## config.mk

```make
export PLATFORM = sky130hd
export DESIGN_NAME = team_06_tremolo_mod
export DESIGN_NICKNAME = d
export VERILOG_FILES = /design/src/rtl/team_06_pkg.sv /design/src/rtl/team_06_tremolo_lfo.sv /design/src/rtl/team_06_tremolo_mod.sv
export SDC_FILE = /design/constraint.sdc
export NUM_CORES = 1
export LEC_CHECK = 0
export ABC_AREA = 1
export ABC_CLOCK_PERIOD_IN_PS = 4300
export BUFFER_PORTS_ARGS = -buffer_cell sky130_fd_sc_hd__buf_2
export CORE_MARGIN = 1
export CORE_UTILIZATION = 50
export DETAILED_ROUTE_END_ITERATION = 16
export PLACE_DENSITY_LB_ADDON = 0.15
export SLEW_MARGIN = 10
export SYNTH_ARGS = -nofsm -noshare
export SYNTH_HDL_FRONTEND = slang
export SYNTH_SLANG_ARGS = --single-unit
```

## constraint.sdc

```tcl
create_clock -name clkdiv -period 4.3 [get_ports clkdiv]
set_input_delay 0.43 -clock clkdiv [delete_from_list [all_inputs] [get_ports clkdiv]]
set_output_delay 0.43 -clock clkdiv [all_outputs]
set_load 0.1 [all_outputs]
```

## src/rtl/team_06_pkg.sv

```systemverilog
// team_06_pkg: shared waveform encoding and LFO shaping for the team_06 tremolo.
package team_06_pkg;
   typedef enum logic [1:0] {WAVE_TRI, WAVE_SQR, WAVE_SAW, WAVE_RSV} wave_sel_t;
   // p holds the top l+1 phase bits right-aligned; the result is an l-bit LFO value
   function automatic logic [31:0] lfo_shape(input logic [31:0] p, input int l, input wave_sel_t w);
      logic [31:0] m;
      logic msb;
      m = (32'd1 << l) - 32'd1;
      msb = |(p & (32'd1 << l));
      return w == WAVE_SQR ? (msb ? 32'd0 : m) :
             w == WAVE_SAW ? ~(p >> 1) & m :
             (msb ? ~p & m : p & m);
   endfunction
endpackage

```

## src/rtl/team_06_tremolo_lfo.sv

```systemverilog
// team_06_tremolo_lfo: phase accumulator plus waveform shaper, advanced once per accepted sample.
module team_06_tremolo_lfo
   import team_06_pkg::*;
#(
   parameter int PHASE_W = 16,
   parameter int RATE_W  = 8,
   parameter int LFO_W   = 8
) (
   input  logic              clkdiv,
   input  logic              rst_n,
   input  logic              step,
   input  logic [RATE_W-1:0] rate,
   input  logic              phase_sync,
   input  logic [1:0]        wave_sel,
   output logic [LFO_W-1:0]  lfo
);
   logic [PHASE_W-1:0] phase;
   logic [PHASE_W-1:0] ph;
   always_ff @(posedge clkdiv or negedge rst_n)
      if (!rst_n) phase <= '0;
      else if (phase_sync) phase <= '0;
      else if (step) phase <= phase + PHASE_W'(rate);
   // a sync arriving with a sample makes that sample see phase 0
   assign ph = phase_sync ? '0 : phase;
   assign lfo = LFO_W'(lfo_shape(32'(ph >> (PHASE_W - LFO_W - 1)), LFO_W, wave_sel_t'(wave_sel)));
endmodule

```

## src/rtl/team_06_tremolo_mod.sv

```systemverilog
// team_06_tremolo_mod: LFO-driven amplitude modulation of an unsigned sample stream.
// Three-stage pipeline: latch sample+LFO, derive gain, scale sample.
module team_06_tremolo_mod
   import team_06_pkg::*;
#(
   parameter int DATA_W  = 8,
   parameter int PHASE_W = 16,
   parameter int RATE_W  = 8,
   parameter int LFO_W   = 8
) (
   input  logic              clkdiv,
   input  logic              rst_n,
   input  logic              en,
   input  logic              sample_valid,
   input  logic [DATA_W-1:0] audio_in,
   input  logic [RATE_W-1:0] rate,
   input  logic [LFO_W-1:0]  depth,
   input  logic [1:0]        wave_sel,
   input  logic              phase_sync,
   output logic [DATA_W-1:0] audio_out,
   output logic              out_valid,
   output logic [LFO_W-1:0]  lfo_out
);
   localparam logic [LFO_W:0] UNITY = {1'b1, {LFO_W{1'b0}}};
   logic [LFO_W-1:0]  lfo, l1, d1, inv_l;
   logic [DATA_W-1:0] a1, a2;
   logic [LFO_W:0]    g2;
   logic              v1, v2, e1;
   team_06_tremolo_lfo #(.PHASE_W(PHASE_W), .RATE_W(RATE_W), .LFO_W(LFO_W)) u_lfo (
      .clkdiv(clkdiv), .rst_n(rst_n), .step(sample_valid & en), .rate(rate),
      .phase_sync(phase_sync), .wave_sel(wave_sel), .lfo(lfo)
   );
   assign inv_l = ~l1;
   always_ff @(posedge clkdiv or negedge rst_n)
      if (!rst_n) begin
         {v1, e1, a1, l1, d1} <= '0;
         {v2, a2, g2} <= '0;
         {out_valid, audio_out, lfo_out} <= '0;
      end else begin
         lfo_out <= lfo;
         v1 <= sample_valid;
         if (sample_valid) {e1, a1, l1, d1} <= {en, audio_in, lfo, depth};
         v2 <= v1;
         // attenuation never exceeds 2^L-1, so gain stays within 1..2^L
         if (v1) begin
            a2 <= a1;
            g2 <= e1 ? UNITY - (LFO_W+1)'(({{LFO_W{1'b0}}, d1} * {{LFO_W{1'b0}}, inv_l}) >> LFO_W) : UNITY;
         end
         out_valid <= v2;
         if (v2) audio_out <= DATA_W'(({{(LFO_W+1){1'b0}}, a2} * {{DATA_W{1'b0}}, g2}) >> LFO_W);
      end
endmodule
```

== After elaboration in Yosys (flattened, before gate mapping) ==
Index checks and enable logic that the tools add are counted.

* Register bits after elaboration: 77
* Latch bits: 0
* Memory bits (writable): 0
* ROM bits: 0
* Input port bits: 31
* Output and inout bits: 17
* Logic and storage cells: 31
* Memories kept: 0

* Add/sub/neg operators: 2
* Multiply operators: 2
* Divide/modulo/power cells: 0
* Magnitude comparators: 0
* Equal/unequal tests: 2
* Shift operators: 0
* Mux-type cells: 8
* Bitwise gates (word level): 4
* Reduce and logical (&&, ||, !) cells: 1

{| class="wikitable"
|+ Operators by type and width
! operator !! number
|-
| $mux 16 || 3
|-
| $mux 8 || 4
|-
| $not 8->8 || 3
|-
| $add 16x8->16 || 1
|-
| $mul 8x8->16 || 1
|-
| $mul 8x9->16 || 1
|-
| $mux 9 || 1
|-
| $sub 9x8->9 const A || 1
|-
| $eq 2x1->1 const B || 1
|-
| $eq 2x2->1 const B || 1
|-
| $reduce_bool 2->1 || 1
|-
| $and 1x1->1 || 1
|}

== Depth between registers and ports, before layout ==
* Word-level depth: 5
* Gate-level depth with buffers: 26
* Mapped depth without buffers: 26

== Cells and area by module ==
A second synthesis with hierarchy kept.

* Cell total of the unflattened synthesis: 1103
* Area, all modules: 8200.4 um2

{| class="wikitable"
|+ By module, submodules not included
! module !! instances !! cells each !! area each (um2) !! seq. area each (um2)
|-
| team_06_tremolo_mod || 1 || 872 || 6731.5 || 1526.5
|-
| team_06_tremolo_lfo || 1 || 231 || 1468.9 || 400.4
|}

== Least setup slack after synthesis ==
No wires, ideal clock.

* Kind: flip-flop to flip-flop
* Start: reg l1[4]
* End: reg g2[6]
* Arrival time: 4.116 ns
* Required time: 4.183 ns
* Path slack: 0.067 ns
* Cell stages (with the launch flop): 23
* Path buffers: 1
* Period minus slack after synthesis: 4.233 ns
* Path through: dfrtp_1 clkbuf_1 nor2_1 fa_1 fa_1 fa_1 inv_1 fa_1 inv_1 ha_1 a21oi_1 nand2_1 inv_1 nand2_1 nand2_1 nand2_1 ha_1 nand2_2 inv_1 nand3_1 nand2_1 nand3_1 nand2_1

* Longest elaborated chain between the ends: 4

{| class="wikitable"
|+ RTL lines
! item !! RTL line !! text
|-
| start: declaration || team_06_tremolo_mod.sv:25 || <nowiki>logic [LFO_W-1:0] lfo, l1, d1, inv_l;</nowiki>
|-
| start signal: assignment || team_06_tremolo_mod.sv:42 || <nowiki>if (sample_valid) {e1, a1, l1, d1} <= {en, audio_in, lfo, depth};</nowiki>
|-
| $not 8->8 || team_06_tremolo_mod.sv:33 || <nowiki>assign inv_l = ~l1;</nowiki>
|-
| $mul 8x8->16 || team_06_tremolo_mod.sv:47 || <nowiki>g2 <= e1 ? UNITY - (LFO_W+1)'(({{LFO_W{1'b0}}, d1} * {{LFO_W{1'b0}}, inv_l}) >> LFO_W) : UNITY;</nowiki>
|-
| $sub 9x8->9 || team_06_tremolo_mod.sv:47 ||
|-
| $mux 9 || team_06_tremolo_mod.sv:47 ||
|-
| end signal: assignment || team_06_tremolo_mod.sv:47 ||
|-
| end: declaration || team_06_tremolo_mod.sv:27 || <nowiki>logic [LFO_W:0] g2;</nowiki>
|}

Every way passes these cells.
A chain may end at the register's enable or synchronous reset.

== Final worst setup path ==
* Start: reg d1[5]
* End: reg g2[6]

* Longest elaborated chain between the ends: 3

{| class="wikitable"
|+ RTL lines
! item !! RTL line
|-
| start: declaration || team_06_tremolo_mod.sv:25
|-
| start signal: assignment || team_06_tremolo_mod.sv:42
|-
| $mul 8x8->16 || team_06_tremolo_mod.sv:47
|-
| $sub 9x8->9 || team_06_tremolo_mod.sv:47
|-
| $mux 9 || team_06_tremolo_mod.sv:47
|}

Every way passes these cells.

==> impl_metrics.json <==
{
  "status": "completed",
  "syn_inst_count": 1045,
  "die_w_um": 128,
  "num_antenna_cells": 0,
  "maximum_achievable_frequency_mhz": 241,
  "pnr_worst_setup_slack_ns": 0.144,
  "type_of_the_most_critical_hold_path": "in -> async",
  "worst_slew_pin_slew_ns": 0.804,
  "grt_max_degree": 52,
  "unrepaired_setup_endpoints_after_global_routing": "true",
  "net_switching_power_figure_uw": 3790,
  "yosys.area.top_type": "sky130_fd_sc_hd__dfrtp_1",
  "i_o_pin_total": 48,
  "postRouteWirelength_um": 18100,
  "sequential_cell_area_sq_um": 1940,
  "routabilityCongestion": 0.877,
  "final_period_minus_worst_setup_slack_ns": 4.16,
  "total_power_uw": 7290,
  "drt_first_pass_iters": 5,
  "drv_cap": 0,
  "netlist.area_leader.share": 0.241,
  "cts_inserted_buffers": 9,
  "yosysWarningCount": 0,
  "antenna_found_initial": 0,
  "route.vias.total": 6754,
  "post-route-drc-count": 0,
  "critical_path_required_ns": 4.53,
  "p_clk_frac": 0.106,
  "cells_along_the_critical_path": "buf_6, nand2_4, fa_1, fa_1, inv_2, fa_1, inv_1, fa_1, inv_2, ha_4, nand2_4, inv_2, nand2_2, nand2_2, inv_2, nand3b_1, nand2_4, ha_4, nand2_4, inv_2, nand3_1, nand2_1, nand3_1, nand2_1",
  "clock_tree_from_tritoncts": "built",
  "preCtsSetupSlack_ns": -0.0749,
  "final_nets": 1320,
  "setup_viol": 0,
  "starting_density_of_the_core": 0.519,
  "floorplan.die.height_um": 128,
  "power.share.sequential": 0.132,
  "first_global_vias": 6674,
  "crit_fanout": 3,
  "critical_path_arrival_ns": 4.39,
  "fillers": 1390,
  "distinct_cell_type_count_after_synthesis": 44,
  "cts_sinks": 77,
  "grtUsageMet3": 0.0358,
  "wl_per_cell_um": 13.3,
  "vias_per_cell": 4.98,
  "instances_no_fill": 1355,
  "setup_tns_ns": 0,
  "period_share": 0.967,
  "finClkSkew_ns": 0.00721,
  "synth-seq-area-share": 0.241,
  "rows": 45,
  "criticalPathCategory": "reg -> reg",
  "hpwlAfterDp_um": 14300,
  "portBuffers": 47,
  "post_synth_instance_area_sq_um": 7980,
  "grt.met2_usage": 0.405,
  "grt_pass1_wl_um": 30300,
  "core_sq_um": 15400,
  "clock_insertion_delay_worst_skew_ns": 0.35,
  "max-slew-margin-rel": 0.464,
  "clock-root-buffer": "sky130_fd_sc_hd__clkbuf_16",
  "report.final.slew_viol_count": 0,
  "areaGrowthSynthToFinish_pct": 19.2,
  "proportion_of_layout_cells_with_a_drive_suffix_above_1": 0.221,
  "worst_hold_slack_ns": 0.106,
  "netlist_top_cells_area": "sky130_fd_sc_hd__dfrtp_1 (24%), sky130_fd_sc_hd__fa_1 (19%), sky130_fd_sc_hd__nand2_1 (12%)",
  "overall_routing_resource_usage": 0.232,
  "synth-seq-cells": 77,
  "ctsHoldBuffers": 0,
  "crit_path_max_incr_delay_ns": 0.53,
  "internal_power_uw": 3500,
  "end_kind": "flop",
  "cts_max_level": 3,
  "cellLeakagePower_uw": 0.00515,
  "grt_overflow": 0,
  "worst_path_most_repeated_cell": "sky130_fd_sc_hd__inv_2",
  "final_antenna_net_count": 0,
  "net_count_after_synthesis": 1226,
  "comb_power_share": 0.762,
  "cell_count_after_placement": 1326,
  "crit_path_start_kind": "flop",
  "synth_area_per_cell_sq_um": 7.64,
  "die_area_sq_um": 16500,
  "timing.critical_path.slowest_stage_cell": "sky130_fd_sc_hd__fa_1",
  "clkSlewWorstSetupHoldPaths_ns": 0.06,
  "vdd_ir_drop_max_uv": 475,
  "grt_most_used_layer": "met2",
  "power.density_cell_area_nw_per_um2": 766,
  "area_occupied_by_multi_input_gates_sq_um": 5440,
  "first_iteration_detailed_routing_drc_count": 363,
  "power.switching_fraction": 0.520,
  "clk_path_buf_depth": 2,
  "timing.final.hold_violations": 0,
  "global_route.usage.met1": 0.300
}
==> logic make-up (layout without fill, tap and decap cells) <==
logic type	after synthesis	after routing	synth area share
AND/OR/NAND/NOR	427	427	0.225
XOR/XNOR	9	9	0.00988
flip-flops	77	77	0.241
buffers and inverters	249	348	0.121
AO/OA/AOI/OAI	131	131	0.0934
multiplexers	2	2	0.00282
adder cells (fa/ha/maj)	150	150	0.307
==> cells in the mapped netlist (all sizes together) <==
master	instances
a211oi	3
a21boi	1
a21o	4
a21oi	36
a22o	3
a31oi	9
a32o	1
and3	1
buf	10
clkbuf	22
clkinv	1
dfrtp	77
fa	76
ha	74
inv	216
mux2	2
nand2	270
nand3	36
nand3b	2
nand4	7
nor2	101
nor3	8
nor4	1
o211ai	5
o21a	2
o21ai	61
o21bai	3
o22ai	1
o31ai	2
or2	1
xnor2	6
xor2	3
==> registers in the layout, summed over array words and instances, names as in the netlist <==
name / flops
a1: 8
a2: 8
audio_out: 8
d1: 8
e1: 1
g2: 9
l1: 8
lfo_out: 8
out_valid: 1
u_lfo.phase: 16
v1: 1
v2: 1
==> final timing paths <==
path | from | endpoint | slack, ns | cells after the start
worst max-delay path | d1[5] | g2[6] | 0.14 | 24
worst min-delay path | rst_n | audio_out[0] | 0.11 | 1
worst max register to register | d1[5] | g2[6] | 0.14 | 24
worst min register to register | v1 | v2 | 0.48 | 0
max in group asynchronous | rst_n | l1[3] | 3.37 | 2
min in group clkdiv | depth[3] | d1[3] | 0.29 | 3
==> power groups by stage <==
stage | Sequential (uW) | Clock, uW | Combinational (uW)
after floorplan | 1210 | 0 | 3110
after global placement | 963 | 0 | 4440
after detailed placement | 963 | 0 | 4500
after CTS | 953 | 790 | 4620
after global routing | 975 | 814 | 6200
final | 960 | 773 | 5560
==> metrics by stage <==
| step | util | area, sq um |
|---|---|---|
| after global routing | 0.619 | 9520 |
| after CTS | 0.591 | 9090 |
| final | 0.619 | 9520 |
| after global placement | 0.569 | 8750 |
| after floorplan | - | 7980 |
| after detailed placement | 0.569 | 8750 |
==> worst max-delay path: cells and delay by family, from the launching register on <==
kind          cells  cell delay, ns
fa+ha+maj         6            2.47
simple gates     11            0.73
flops             1            0.41
buf+inv           7            0.41
==> routing by layer <==
metal / wire length (um) / vias up
li1: - / 3398
met1: 8200 / 3199
met2: 8900 / 130
met3: 640 / 27
met4: 337 / 0
met5: 0 / -
==> placed cells by master (no fill, tap or decap), drive strengths merged, types with 36 or more instances in the layout <==
master and count:
fa 76, inv 218, buf 115, dfrtp 77
a21oi 36, o21ai 61, nand2 270, nand3 36
nor2 101, ha 74
==> final cells by class <==
class | instances | share of cell area
clock buffers | 10 | 0.0241
clock inverters | 6 | 0.00736
inverters | 217 | 0.0858
multi-input cells | 719 | 0.572
flip-flops and latches | 77 | 0.203
well taps | 211 | 0.0277
repair buffers | 115 | 0.0802
==> what timing repair did <==
item / in CTS / in global routing
gates resized for setup: 11 / 103
gates cloned: 0 / 0
setup buffers: 0 / 13
pin swaps: 3 / 43
endpoints found under the setup margin: 7 / 12
hold endpoints to repair: 0 / 0
No activity file was read; power rests on OpenSTA's default activity.
